`src/rtl/mc_control_fsm_pkg.sv`:
```
// rtl/mc_control_fsm_pkg.sv - opcodes, state encoding and datapath select codes for the multicycle control unit
package mc_ctrl_pkg;

    localparam logic [3:0] OP_ADD = 4'b0000;
    localparam logic [3:0] OP_ADI = 4'b0001;
    localparam logic [3:0] OP_NDU = 4'b0010;
    localparam logic [3:0] OP_LI  = 4'b0011;
    localparam logic [3:0] OP_LW  = 4'b0100;
    localparam logic [3:0] OP_SW  = 4'b0101;
    localparam logic [3:0] OP_LM  = 4'b0110;
    localparam logic [3:0] OP_SM  = 4'b0111;
    localparam logic [3:0] OP_JAL = 4'b1000;
    localparam logic [3:0] OP_JLR = 4'b1001;
    localparam logic [3:0] OP_BEQ = 4'b1100;

    typedef enum logic [4:0] {
        S_RESET = 5'd0,
        S_FETCH = 5'd1,
        S_DECODE = 5'd2,
        S_ALU = 5'd3,
        S_ADI = 5'd4,
        S_LI = 5'd5,
        S_ADDR = 5'd6,
        S_LW = 5'd7,
        S_SW = 5'd8,
        S_MINIT = 5'd9,
        S_LM = 5'd10,
        S_SM = 5'd11,
        S_BEQ = 5'd12,
        S_BTAKE = 5'd13,
        S_LINK = 5'd14,
        S_JAL = 5'd15,
        S_JLR = 5'd16,
        S_HALT = 5'd17
    } state_t;

    localparam logic [1:0] IORD_RFA  = 2'd0;
    localparam logic [1:0] IORD_REGA = 2'd1;
    localparam logic [1:0] IORD_ALU  = 2'd3;

    localparam logic [1:0] RPC_IR86  = 2'd0;
    localparam logic [1:0] RPC_IR53  = 2'd1;
    localparam logic [1:0] RPC_IR119 = 2'd2;
    localparam logic [1:0] RPC_R7    = 2'd3;

    localparam logic [1:0] BC_IR53  = 2'd0;
    localparam logic [1:0] BC_IR86  = 2'd1;
    localparam logic [1:0] BC_CADD  = 2'd2;
    localparam logic [1:0] BC_IR119 = 2'd3;

    localparam logic [1:0] DST_IR53  = 2'd0;
    localparam logic [1:0] DST_IR119 = 2'd1;
    localparam logic [1:0] DST_R7    = 2'd2;
    localparam logic [1:0] DST_CADD  = 2'd3;

    localparam logic [1:0] M2R_MEM = 2'd0;
    localparam logic [1:0] M2R_ALU = 2'd2;
    localparam logic [1:0] M2R_SE9 = 2'd3;

    localparam logic [1:0] SRCB_RFB  = 2'd0;
    localparam logic [1:0] SRCB_SE6  = 2'd1;
    localparam logic [1:0] SRCB_CADD = 2'd2;
    localparam logic [1:0] SRCB_ONE  = 2'd3;

    localparam logic SRCA_REGA = 1'b0;
    localparam logic SRCA_RFA  = 1'b1;

    localparam logic [1:0] ALU_ADD  = 2'b00;
    localparam logic [1:0] ALU_NAND = 2'b01;
    localparam logic [1:0] ALU_SUB  = 2'b10;
    localparam logic [1:0] ALU_PASS = 2'b11;

    function automatic logic is_rtype(input logic [3:0] op);
        return (op == OP_ADD) || (op == OP_NDU);
    endfunction

endpackage

```
`src/rtl/mc_control_fsm_if.sv`:
```
// rtl/mc_control_fsm_if.sv - control/status bundle between the control FSM and the datapath
interface mc_control_fsm_if;
    logic [15:0] instr;
    logic        zero;
    logic [1:0]  flagreg;
    logic        out_en;

    logic        IrWrite;
    logic        RegWrite;
    logic        ccr_update;
    logic        aluSrca;
    logic        regA_in;
    logic        enbl;
    logic        mem_wr;
    logic [1:0]  IorD;
    logic [1:0]  R_pc;
    logic [1:0]  B_C;
    logic [1:0]  RegDst;
    logic [1:0]  MemtoReg;
    logic [1:0]  aluScrb;
    logic [1:0]  Aluop;
    logic        illegal_op;
    logic [4:0]  state_dbg;

    modport master (
        input  instr, zero, flagreg, out_en,
        output IrWrite, RegWrite, ccr_update, aluSrca, regA_in, enbl, mem_wr,
        output IorD, R_pc, B_C, RegDst, MemtoReg, aluScrb, Aluop,
        output illegal_op, state_dbg
    );

    modport slave (
        output instr, zero, flagreg, out_en,
        input  IrWrite, RegWrite, ccr_update, aluSrca, regA_in, enbl, mem_wr,
        input  IorD, R_pc, B_C, RegDst, MemtoReg, aluScrb, Aluop,
        input  illegal_op, state_dbg
    );
endinterface

```
`src/rtl/mc_control_fsm_cond_check.sv`:
```
// rtl/mc_control_fsm_cond_check.sv - R-type conditional execute from cz field and latched flags
module mc_cond_check (
    input  logic [1:0] cz,
    input  logic [1:0] flags,
    output logic       exec
);
    // flags[1] = carry/overflow, flags[0] = zero
    assign exec = (cz == 2'b00) | ((cz == 2'b10) & flags[1]) | ((cz == 2'b01) & flags[0]);
endmodule

```
`src/rtl/mc_control_fsm.sv`:
```
// rtl/mc_control_fsm.sv - multicycle control unit driving datapath selects, enables and memory strobe
module mc_control_fsm
    import mc_ctrl_pkg::*;
#(
    parameter int RESET_IDLE_CYCLES = 1
) (
    input  logic clk,
    input  logic reset,
    mc_control_fsm_if.master bus
);

    localparam logic [1:0] IDLE_LAST = 2'(RESET_IDLE_CYCLES - 1);

    state_t     state, next_state;
    logic [1:0] idle_cnt;
    logic       illegal_q;
    logic       exec;
    logic [3:0] opcode;
    logic       unused_instr;

    assign opcode       = bus.instr[15:12];
    assign unused_instr = ^bus.instr[11:2];

    mc_cond_check u_cond (
        .cz    (bus.instr[1:0]),
        .flags (bus.flagreg),
        .exec  (exec)
    );

    always_ff @(posedge clk or posedge reset) begin
        if (reset) begin
            state     <= S_RESET;
            idle_cnt  <= 2'd0;
            illegal_q <= 1'b0;
        end else begin
            state    <= next_state;
            idle_cnt <= (state == S_RESET) ? idle_cnt + 2'd1 : 2'd0;
            if (next_state == S_HALT)
                illegal_q <= 1'b1;
        end
    end

    assign bus.illegal_op = illegal_q;
    assign bus.state_dbg  = state;

    always_comb begin
        next_state     = state;
        bus.IrWrite    = 1'b0;
        bus.RegWrite   = 1'b0;
        bus.ccr_update = 1'b0;
        bus.aluSrca    = SRCA_REGA;
        bus.regA_in    = 1'b0;
        bus.enbl       = 1'b0;
        bus.mem_wr     = 1'b0;
        bus.IorD       = IORD_RFA;
        bus.R_pc       = RPC_IR86;
        bus.B_C        = BC_IR53;
        bus.RegDst     = DST_IR53;
        bus.MemtoReg   = M2R_MEM;
        bus.aluScrb    = SRCB_RFB;
        bus.Aluop      = ALU_ADD;

        case (state)
            S_RESET: begin
                if (idle_cnt == IDLE_LAST)
                    next_state = S_FETCH;
            end
            S_FETCH: begin
                bus.R_pc    = RPC_R7;
                bus.IorD    = IORD_RFA;
                bus.IrWrite = 1'b1;
                next_state  = S_DECODE;
            end
            S_DECODE: begin
                bus.R_pc     = RPC_R7;
                bus.aluSrca  = SRCA_RFA;
                bus.aluScrb  = SRCB_ONE;
                bus.RegDst   = DST_R7;
                bus.MemtoReg = M2R_ALU;
                bus.RegWrite = 1'b1;
                case (opcode)
                    OP_ADD, OP_NDU: next_state = (bus.instr[1:0] == 2'b11) ? S_HALT : S_ALU;
                    OP_ADI:         next_state = S_ADI;
                    OP_LI:          next_state = S_LI;
                    OP_LW, OP_SW:   next_state = S_ADDR;
                    OP_LM, OP_SM:   next_state = S_MINIT;
                    OP_BEQ:         next_state = S_BEQ;
                    OP_JAL, OP_JLR: next_state = S_LINK;
                    default:        next_state = S_HALT;
                endcase
            end
            S_ALU: begin
                bus.R_pc       = RPC_IR119;
                bus.B_C        = BC_IR86;
                bus.aluSrca    = SRCA_RFA;
                bus.aluScrb    = SRCB_RFB;
                bus.RegDst     = DST_IR53;
                bus.MemtoReg   = M2R_ALU;
                bus.Aluop      = (opcode == OP_NDU) ? ALU_NAND : ALU_ADD;
                bus.RegWrite   = exec;
                bus.ccr_update = exec;
                next_state     = S_FETCH;
            end
            S_ADI: begin
                bus.R_pc       = RPC_IR86;
                bus.aluSrca    = SRCA_RFA;
                bus.aluScrb    = SRCB_SE6;
                bus.RegDst     = DST_IR119;
                bus.MemtoReg   = M2R_ALU;
                bus.RegWrite   = 1'b1;
                bus.ccr_update = 1'b1;
                next_state     = S_FETCH;
            end
            S_LI: begin
                bus.RegDst   = DST_IR119;
                bus.MemtoReg = M2R_SE9;
                bus.RegWrite = 1'b1;
                next_state   = S_FETCH;
            end
            S_ADDR: begin
                bus.R_pc    = RPC_IR86;
                bus.aluSrca = SRCA_RFA;
                bus.aluScrb = SRCB_SE6;
                bus.regA_in = 1'b1;
                next_state  = (opcode == OP_LW) ? S_LW : S_SW;
            end
            S_LW: begin
                bus.IorD     = IORD_REGA;
                bus.RegDst   = DST_IR119;
                bus.MemtoReg = M2R_MEM;
                bus.RegWrite = 1'b1;
                next_state   = S_FETCH;
            end
            S_SW: begin
                bus.IorD   = IORD_REGA;
                bus.B_C    = BC_IR119;
                bus.mem_wr = 1'b1;
                next_state = S_FETCH;
            end
            S_MINIT: begin
                // regA_in=0 routes RF port A (the base register) straight into regA
                bus.R_pc    = RPC_IR119;
                bus.regA_in = 1'b0;
                bus.enbl    = 1'b1;
                next_state  = (opcode == OP_LM) ? S_LM : S_SM;
            end
            S_LM, S_SM: begin
                next_state = S_FETCH;
                if (bus.out_en) begin
                    bus.IorD    = IORD_REGA;
                    bus.aluSrca = SRCA_REGA;
                    bus.aluScrb = SRCB_ONE;
                    bus.Aluop   = ALU_ADD;
                    bus.regA_in = 1'b1;
                    bus.enbl    = 1'b1;
                    if (state == S_LM) begin
                        bus.RegDst   = DST_CADD;
                        bus.MemtoReg = M2R_MEM;
                        bus.RegWrite = 1'b1;
                    end else begin
                        bus.B_C    = BC_CADD;
                        bus.mem_wr = 1'b1;
                    end
                    next_state = state;
                end
            end
            S_BEQ: begin
                bus.R_pc    = RPC_IR119;
                bus.B_C     = BC_IR86;
                bus.aluSrca = SRCA_RFA;
                bus.aluScrb = SRCB_RFB;
                bus.Aluop   = ALU_SUB;
                next_state  = bus.zero ? S_BTAKE : S_FETCH;
            end
            S_BTAKE: begin
                bus.R_pc     = RPC_R7;
                bus.aluSrca  = SRCA_RFA;
                bus.aluScrb  = SRCB_SE6;
                bus.RegDst   = DST_R7;
                bus.MemtoReg = M2R_ALU;
                bus.RegWrite = 1'b1;
                next_state   = S_FETCH;
            end
            S_LINK: begin
                bus.R_pc     = RPC_R7;
                bus.aluSrca  = SRCA_RFA;
                bus.Aluop    = ALU_PASS;
                bus.RegDst   = DST_IR119;
                bus.MemtoReg = M2R_ALU;
                bus.RegWrite = 1'b1;
                next_state   = (opcode == OP_JAL) ? S_JAL : S_JLR;
            end
            S_JAL: begin
                // Jump write lands after the link write, so it wins when IR[11:9]==7
                bus.RegDst   = DST_R7;
                bus.MemtoReg = M2R_SE9;
                bus.RegWrite = 1'b1;
                next_state   = S_FETCH;
            end
            S_JLR: begin
                bus.R_pc     = RPC_IR86;
                bus.aluSrca  = SRCA_RFA;
                bus.Aluop    = ALU_PASS;
                bus.RegDst   = DST_R7;
                bus.MemtoReg = M2R_ALU;
                bus.RegWrite = 1'b1;
                next_state   = S_FETCH;
            end
            S_HALT: next_state = S_HALT;
            default: next_state = S_HALT;
        endcase
    end

endmodule

```
`src/flat_wrapper.sv`:
```
// flat-port wrapper written by rule: the top's interface ports become plain ports
module mc_control_fsm_flat import mc_ctrl_pkg::*;
#(
    parameter int RESET_IDLE_CYCLES = 1
)
  (clk, reset, bus_instr, bus_zero, bus_flagreg, bus_out_en, bus_IrWrite, bus_RegWrite, bus_ccr_update, bus_aluSrca, bus_regA_in, bus_enbl, bus_mem_wr, bus_IorD, bus_R_pc, bus_B_C, bus_RegDst, bus_MemtoReg, bus_aluScrb, bus_Aluop, bus_illegal_op, bus_state_dbg);
  mc_control_fsm_if bus_i ();
  input  logic clk;
  input  logic reset;
  input wire logic [$bits(bus_i.instr)-1:0] bus_instr;
  input wire logic [$bits(bus_i.zero)-1:0] bus_zero;
  input wire logic [$bits(bus_i.flagreg)-1:0] bus_flagreg;
  input wire logic [$bits(bus_i.out_en)-1:0] bus_out_en;
  output wire logic [$bits(bus_i.IrWrite)-1:0] bus_IrWrite;
  output wire logic [$bits(bus_i.RegWrite)-1:0] bus_RegWrite;
  output wire logic [$bits(bus_i.ccr_update)-1:0] bus_ccr_update;
  output wire logic [$bits(bus_i.aluSrca)-1:0] bus_aluSrca;
  output wire logic [$bits(bus_i.regA_in)-1:0] bus_regA_in;
  output wire logic [$bits(bus_i.enbl)-1:0] bus_enbl;
  output wire logic [$bits(bus_i.mem_wr)-1:0] bus_mem_wr;
  output wire logic [$bits(bus_i.IorD)-1:0] bus_IorD;
  output wire logic [$bits(bus_i.R_pc)-1:0] bus_R_pc;
  output wire logic [$bits(bus_i.B_C)-1:0] bus_B_C;
  output wire logic [$bits(bus_i.RegDst)-1:0] bus_RegDst;
  output wire logic [$bits(bus_i.MemtoReg)-1:0] bus_MemtoReg;
  output wire logic [$bits(bus_i.aluScrb)-1:0] bus_aluScrb;
  output wire logic [$bits(bus_i.Aluop)-1:0] bus_Aluop;
  output wire logic [$bits(bus_i.illegal_op)-1:0] bus_illegal_op;
  output wire logic [$bits(bus_i.state_dbg)-1:0] bus_state_dbg;
  assign bus_i.instr = bus_instr;
  assign bus_i.zero = bus_zero;
  assign bus_i.flagreg = bus_flagreg;
  assign bus_i.out_en = bus_out_en;
  assign bus_IrWrite = bus_i.IrWrite;
  assign bus_RegWrite = bus_i.RegWrite;
  assign bus_ccr_update = bus_i.ccr_update;
  assign bus_aluSrca = bus_i.aluSrca;
  assign bus_regA_in = bus_i.regA_in;
  assign bus_enbl = bus_i.enbl;
  assign bus_mem_wr = bus_i.mem_wr;
  assign bus_IorD = bus_i.IorD;
  assign bus_R_pc = bus_i.R_pc;
  assign bus_B_C = bus_i.B_C;
  assign bus_RegDst = bus_i.RegDst;
  assign bus_MemtoReg = bus_i.MemtoReg;
  assign bus_aluScrb = bus_i.aluScrb;
  assign bus_Aluop = bus_i.Aluop;
  assign bus_illegal_op = bus_i.illegal_op;
  assign bus_state_dbg = bus_i.state_dbg;
  mc_control_fsm #(.RESET_IDLE_CYCLES(RESET_IDLE_CYCLES)) u_core (.clk(clk), .reset(reset), .bus(bus_i));
endmodule
```
`config.mk`:
```
export PLATFORM = sky130hd
export DESIGN_NAME = mc_control_fsm_flat
export DESIGN_NICKNAME = d
export VERILOG_FILES = /design/src/rtl/mc_control_fsm_pkg.sv /design/src/rtl/mc_control_fsm_if.sv /design/src/rtl/mc_control_fsm_cond_check.sv /design/src/rtl/mc_control_fsm.sv /design/src/flat_wrapper.sv
export SDC_FILE = /design/constraint.sdc
export NUM_CORES = 1
export LEC_CHECK = 0
export CAP_MARGIN = 5
export CORE_UTILIZATION = 47
export CTS_BUF_LIST = sky130_fd_sc_hd__clkbuf_8
export CTS_CLUSTER_SIZE = 14
export DETAILED_ROUTE_END_ITERATION = 10
export DONT_BUFFER_PORTS = 1
export MAX_ROUTING_LAYER = met4
export PLACE_DENSITY_LB_ADDON = 0.15
export SETUP_SLACK_MARGIN = 0.15
export SYNTH_ARGS = -nofsm -noshare
export SYNTH_HDL_FRONTEND = slang
export SYNTH_SLANG_ARGS = --single-unit
```
`constraint.sdc`:
```
create_clock -name clk -period 2 [get_ports clk]
set_input_delay 0.6 -clock clk [delete_from_list [all_inputs] [get_ports clk]]
set_output_delay 0.6 -clock clk [all_outputs]
set_load 0.05 [all_outputs]
```
==> run_results.csv, run 1 <==
group,metric,value,unit
synth,seq_area_frac_synth,0.174,
place,io_buffers,0,
clocking,postCtsHoldBufs,0,
synth,yosys_register_bits,8,
floorplanning,chipWidth,51.4,um
synth,ys_async_sr_fraction,1.00,
floorplanning,fp.dieH,51.4,um
synth,avgSynthCellArea,6.88,um2
synth,syn_area,0.00115,mm2
run_status,lastStage,"clock tree synthesis (4_1_cts)",
place,dpl_cell_area,0.00201,mm2
run_status,error_line,"[ERROR DPL-0038] Utilization greater than 100%, impossible to legalize",
clocking,root_buffer,"clkbuf_8",
synth,synth_edf_count,0,
clocking,post_cts_buffers,14,
clocking,cts.sinks,8,
synth,yosys_most_used_dff,"dfrtp_1",
clocking,htree_levels,1,
synth,ys_warn_count,0,
floorplanning,io_pins,49,
synth,netlist_instances,167,
place,gp_congestion,1.01,
floorplanning,start_util,0.509,
floorplanning,rows,17,
synth,syn_nets,190,
clocking,cts_resized,53,
place,hpwl,3640,um
clocking,numCtsBuffers,3,
clocking,clock_path_buffers,2,
run_status,status,"aborted with a tool error",
synth,synth.distinct_cells,52,
[kinds of logic after synthesis]
family | Yosys count | share of synthesized area
flip-flops | 8 | 0.174
AND/OR/NAND/NOR | 82 | 0.379
other | 1 | 0.00326
AO/OA/AOI/OAI | 51 | 0.327
adder cells (fa/ha/maj) | 1 | 0.0109
buffers and inverters | 24 | 0.106
[synth_stat cells, types with 2 or more instances]
| cell | count | area share |
|---|---|---|
| o22ai_1 | 3 | 0.016 |
| buf_4 | 3 | 0.020 |
| nor3b_1 | 2 | 0.013 |
| a21oi_1 | 14 | 0.061 |
| a31oi_1 | 2 | 0.011 |
| a32oi_1 | 2 | 0.015 |
| a22oi_1 | 2 | 0.013 |
| nor2_1 | 20 | 0.065 |
| nand4_1 | 2 | 0.011 |
| clkbuf_1 | 2 | 0.0065 |
| a21o_1 | 3 | 0.020 |
| dfrtp_1 | 8 | 0.17 |
| o211ai_1 | 3 | 0.020 |
| nor3_1 | 9 | 0.039 |
| nand3_1 | 4 | 0.017 |
| and3_1 | 2 | 0.011 |
| buf_2 | 10 | 0.044 |
| o21ai_0 | 2 | 0.0087 |
| nand2b_1 | 8 | 0.044 |
| nor2b_1 | 11 | 0.060 |
| inv_1 | 6 | 0.020 |
| a2111oi_0 | 2 | 0.015 |
| a211o_1 | 2 | 0.015 |
| nand2_1 | 15 | 0.049 |
| a2bb2oi_1 | 2 | 0.015 |
| o31ai_1 | 2 | 0.013 |
[through the flow]
step	worst slack (ps)	utilization	cells
3_5_place_dp	-87.5	0.892	235
2_1_floorplan	-312	-	167
3_3_place_gp	-42.7	0.892	235
==> run 2: changes to the inputs <==
--- a/config.mk
+++ b/config.mk
@@ -6,14 +6,11 @@
 export NUM_CORES = 1
 export LEC_CHECK = 0
 export CAP_MARGIN = 5
-export CORE_UTILIZATION = 47
-export CTS_BUF_LIST = sky130_fd_sc_hd__clkbuf_8
-export CTS_CLUSTER_SIZE = 14
+export CORE_AREA = 2 2 63 65
 export DETAILED_ROUTE_END_ITERATION = 10
+export DIE_AREA = 0 0 65 67
 export DONT_BUFFER_PORTS = 1
-export MAX_ROUTING_LAYER = met4
 export PLACE_DENSITY_LB_ADDON = 0.15
-export SETUP_SLACK_MARGIN = 0.15
 export SYNTH_ARGS = -nofsm -noshare
 export SYNTH_HDL_FRONTEND = slang
 export SYNTH_SLANG_ARGS = --single-unit
==> run_results.csv, run 2 <==
group,metric,value,unit
run_status,status,"finished, violations left",
run_status,violations,"setup timing",
floorplanning,dieArea,0.00436,mm2
synth,yosys-top-cells-area,"dfrtp_1 (17%), nor2_1 (6.5%), a21oi_1 (6.1%)",
clocking,clock_path_buffers,2,
global_routing,grt_pass1_wl,7950,um
critical_path,start_kind,"flip-flop",
global_routing,grt_pass1_vias,1652,
critical_path,cp.arrival,1610,ps
hold_path,hold_class,"primary input to asynchronous set/reset pin",
floorplanning,io_pins,49,
power_and_ir_drop,pwr-share-comb,0.890,
sta,setup_viol,20,
synth,yosys_register_bits,8,
place,hpwl,3270,um
synth,synth.most_common_cell,"nor2_1",
sta,rsz0062_at_grt,"true",
critical_path,worstPathCellList,"buf_6 -> buf_8 -> nand2b_4 -> o22ai_2 -> nor3b_4 -> buf_12",
clocking,cts.sinks,8,
place,dpl.cell_count,255,
layout,largest_register_ffs,5,
layout,layout_common_cells,"buf_4 (42), buf_12 (22), nand2_1 (13), buf_6 (13), nor2_1 (9)",
synth,syn_nets,190,
synth,netlist_instances,167,
power_and_ir_drop,leakage,1.01,nW
place,io_buffers,0,
layout,layout.cells.non_filler,282,
critical_path,critPathKind,"flip-flop to output pin",
power_and_ir_drop,switching_share,0.509,
critical_path,critPathMaxStageDelay,400,ps
power_and_ir_drop,clock_power_share,0.041,
sta,report.final.slew_viol_count,0,
critical_path,crit_path_end_kind,"output pin",
place,dpl_worst_slack,-45.9,ps
sta,hold_violations,0,
floorplanning,rows,22,
layout,fin_nets,258,
detailed_routing,routedWlPerCell,17.4,um
detailed_routing,ant_nets,0,
synth,syn_area,0.00115,mm2
layout,syn2layout_area_growth,121,%
synth,seq_area_frac_synth,0.174,
critical_path,crit_buf_inv,3,
clocking,numCtsBuffers,3,
synth,synth_largest_area_cell,"dfrtp_1",
detailed_routing,via_count,1622,
floorplanning,fp.dieH,67,um
job,max_cap_viol_count,0,
synth,ys_warn_count,0,
clocking,path_clk_slew,40,ps
power_and_ir_drop,power_switching,2.52,mW
power_and_ir_drop,peakVddDrop,1.21,mV
power_and_ir_drop,internal-power,2.42,mW
sta,fin_worst_skew,3.49,ps
critical_path,cp_max_fo,7,
clocking,postCtsHoldBufs,0,
clocking,cts_tree,"yes",
synth,synth.distinct_cells,52,
floorplanning,coreArea,0.00361,mm2
sta,min_period,2210,ps
floorplanning,chipWidth,65,um
layout,mostFrequentLayoutCell,"buf_4",
floorplanning,start_util,0.319,
sta,max_freq,0.452,GHz
synth,yosys_most_used_dff,"dfrtp_1",
critical_path,worstPathRequired,1400,ps
critical_path,critPathSlowestCell,"dfrtp_2",
detailed_routing,drcViolationCount,0,
clocking,root_buffer,"clkbuf_8",
sta,worst_pin_slew,509,ps
global_routing,grt_max_degree,15,
detailed_routing,routed_wl,4890,um
place,gp_congestion,0.877,
clocking,clkLatencyLatePin,230,ps
global_routing,overflow,0,
critical_path,path_delay_family,"buffers and inverters",
synth,synthTopCellsByCount,"nor2_1 (20), nand2_1 (15), a21oi_1 (14), nor2b_1 (11), buf_2 (10)",
synth,synth_edf_count,0,
detailed_routing,avgViaCountPerCell,5.75,
sta,slew_headroom,0.660,
clocking,htree_levels,1,
synth,ys_async_sr_fraction,1.00,
synth,synth_top_area_frac,0.174,
sta,fin_ws,-215,ps
power_and_ir_drop,p_seq_frac,0.069,
layout,drive_gt1_frac,0.641,
detailed_routing,firstDrtPassIters,4,
detailed_routing,dr.first_iter.drc_count,45,
global_routing,grt_usage,0.232,
layout,nFillCells,248,
synth,avgSynthCellArea,6.88,um2
layout,n_antenna_cell,0,
global_routing,antenna_found_initial,0,
sta,period_share,1.11,
power_and_ir_drop,powerDensity,1940,mW/mm2
[run 2: cell counts after synthesis]
No cell type changed its count.
[run 2: power by group through the flow]
stage | Sequential [mW] | Clock [mW] | Combinational [mW]
2_1_floorplan | 0.450 | 0 | 2.18
3_3_place_gp | 0.402 | 0 | 3.52
3_5_place_dp | 0.404 | 0 | 3.56
4_1_cts | 0.335 | 0.203 | 4.26
5_1_grt | 0.355 | 0.215 | 4.57
6_report | 0.343 | 0.203 | 4.39
[run 2: kinds of logic after synthesis]
logic type | share of synthesized area
adders and majority gates | 0.0109
AOI/OAI and AO/OA | 0.327
buffers and inverters | 0.106
and+or+nand+nor | 0.379
DFF | 0.174
other | 0.00326
[run 2: per-layer routing]
| metal | routed length [um] | vias to the layer above | share of wire | GRT usage |
|---|---|---|---|---|
| met2 | 2670 | 84 | 0.55 | 0.437 |
| li1 | - | 752 | - | - |
| met5 | 0 | - | 0 | 0 |
| met4 | 53 | 0 | 0.011 | 0.0426 |
| met1 | 1890 | 776 | 0.39 | 0.279 |
| met3 | 282 | 10 | 0.058 | 0.0355 |
[run 2: metrics by stage]
stage | util | total power [mW] | setup TNS (ps) | hold WS [ps] | instance area (um2)
after floorplan | - | 2.63 | -3790 | 415 | 1460
after global placement | 0.568 | 3.92 | -173 | 440 | 2050
after detailed placement | 0.568 | 3.96 | -267 | 444 | 2050
after CTS | 0.689 | 4.79 | -2790 | 203 | 2480
after global routing | 0.704 | 5.14 | -4110 | 226 | 2540
final | 0.704 | 4.94 | -3040 | 212 | 2540
[run 2: final timing paths]
kind,start,endpoint,slack [ps],depth (start not counted)
worst min register to register,u_core.idle_cnt[0]$_DFF_PP0_,u_core.idle_cnt[0]$_DFF_PP0_,570,2
min in group clk,u_core.idle_cnt[0]$_DFF_PP0_,u_core.idle_cnt[0]$_DFF_PP0_,570,2
worst max-delay path,u_core.bus.state_dbg[3]$_DFF_PP0_,bus_regA_in,-210,6
max in group asynchronous,reset,u_core.bus.state_dbg[3]$_DFF_PP0_,1530,1
worst min-delay path,reset,u_core.idle_cnt[1]$_DFF_PP0_,210,1
worst max register to register,u_core.bus.state_dbg[2]$_DFF_PP0_,u_core.bus.illegal_op$_DFFE_PP0N_,100,7
[run 2: timing repair]
item                                    4_1_cts  5_1_grt
endpoints found under the setup margin       20       20
gates resized for setup                      62       10
setup buffers                                22        2
pin swaps                                    14        6
[run 2: layout make-up]
| class | count | area [um2] | area share |
|---|---|---|---|
| Sequential cell | 8 | 206 | 0.0813 |
| Tap cell | 48 | 60.1 | 0.0236 |
| Inverter | 7 | 32.5 | 0.0128 |
| Clock buffer | 4 | 45.0 | 0.0177 |
| Timing Repair Buffer | 80 | 940 | 0.370 |
| Multi-Input combinational cell | 135 | 1260 | 0.495 |
[run 2: worst reg2reg max path, delay by kind of cell, from the launching register on]
kind / cells / cell delay [ps]
compound gates: 2 / 170
buf+inv: 3 / 430
flops: 1 / 410
simple gates: 2 / 750
Note: power is estimated with default switching activity, not from simulation.
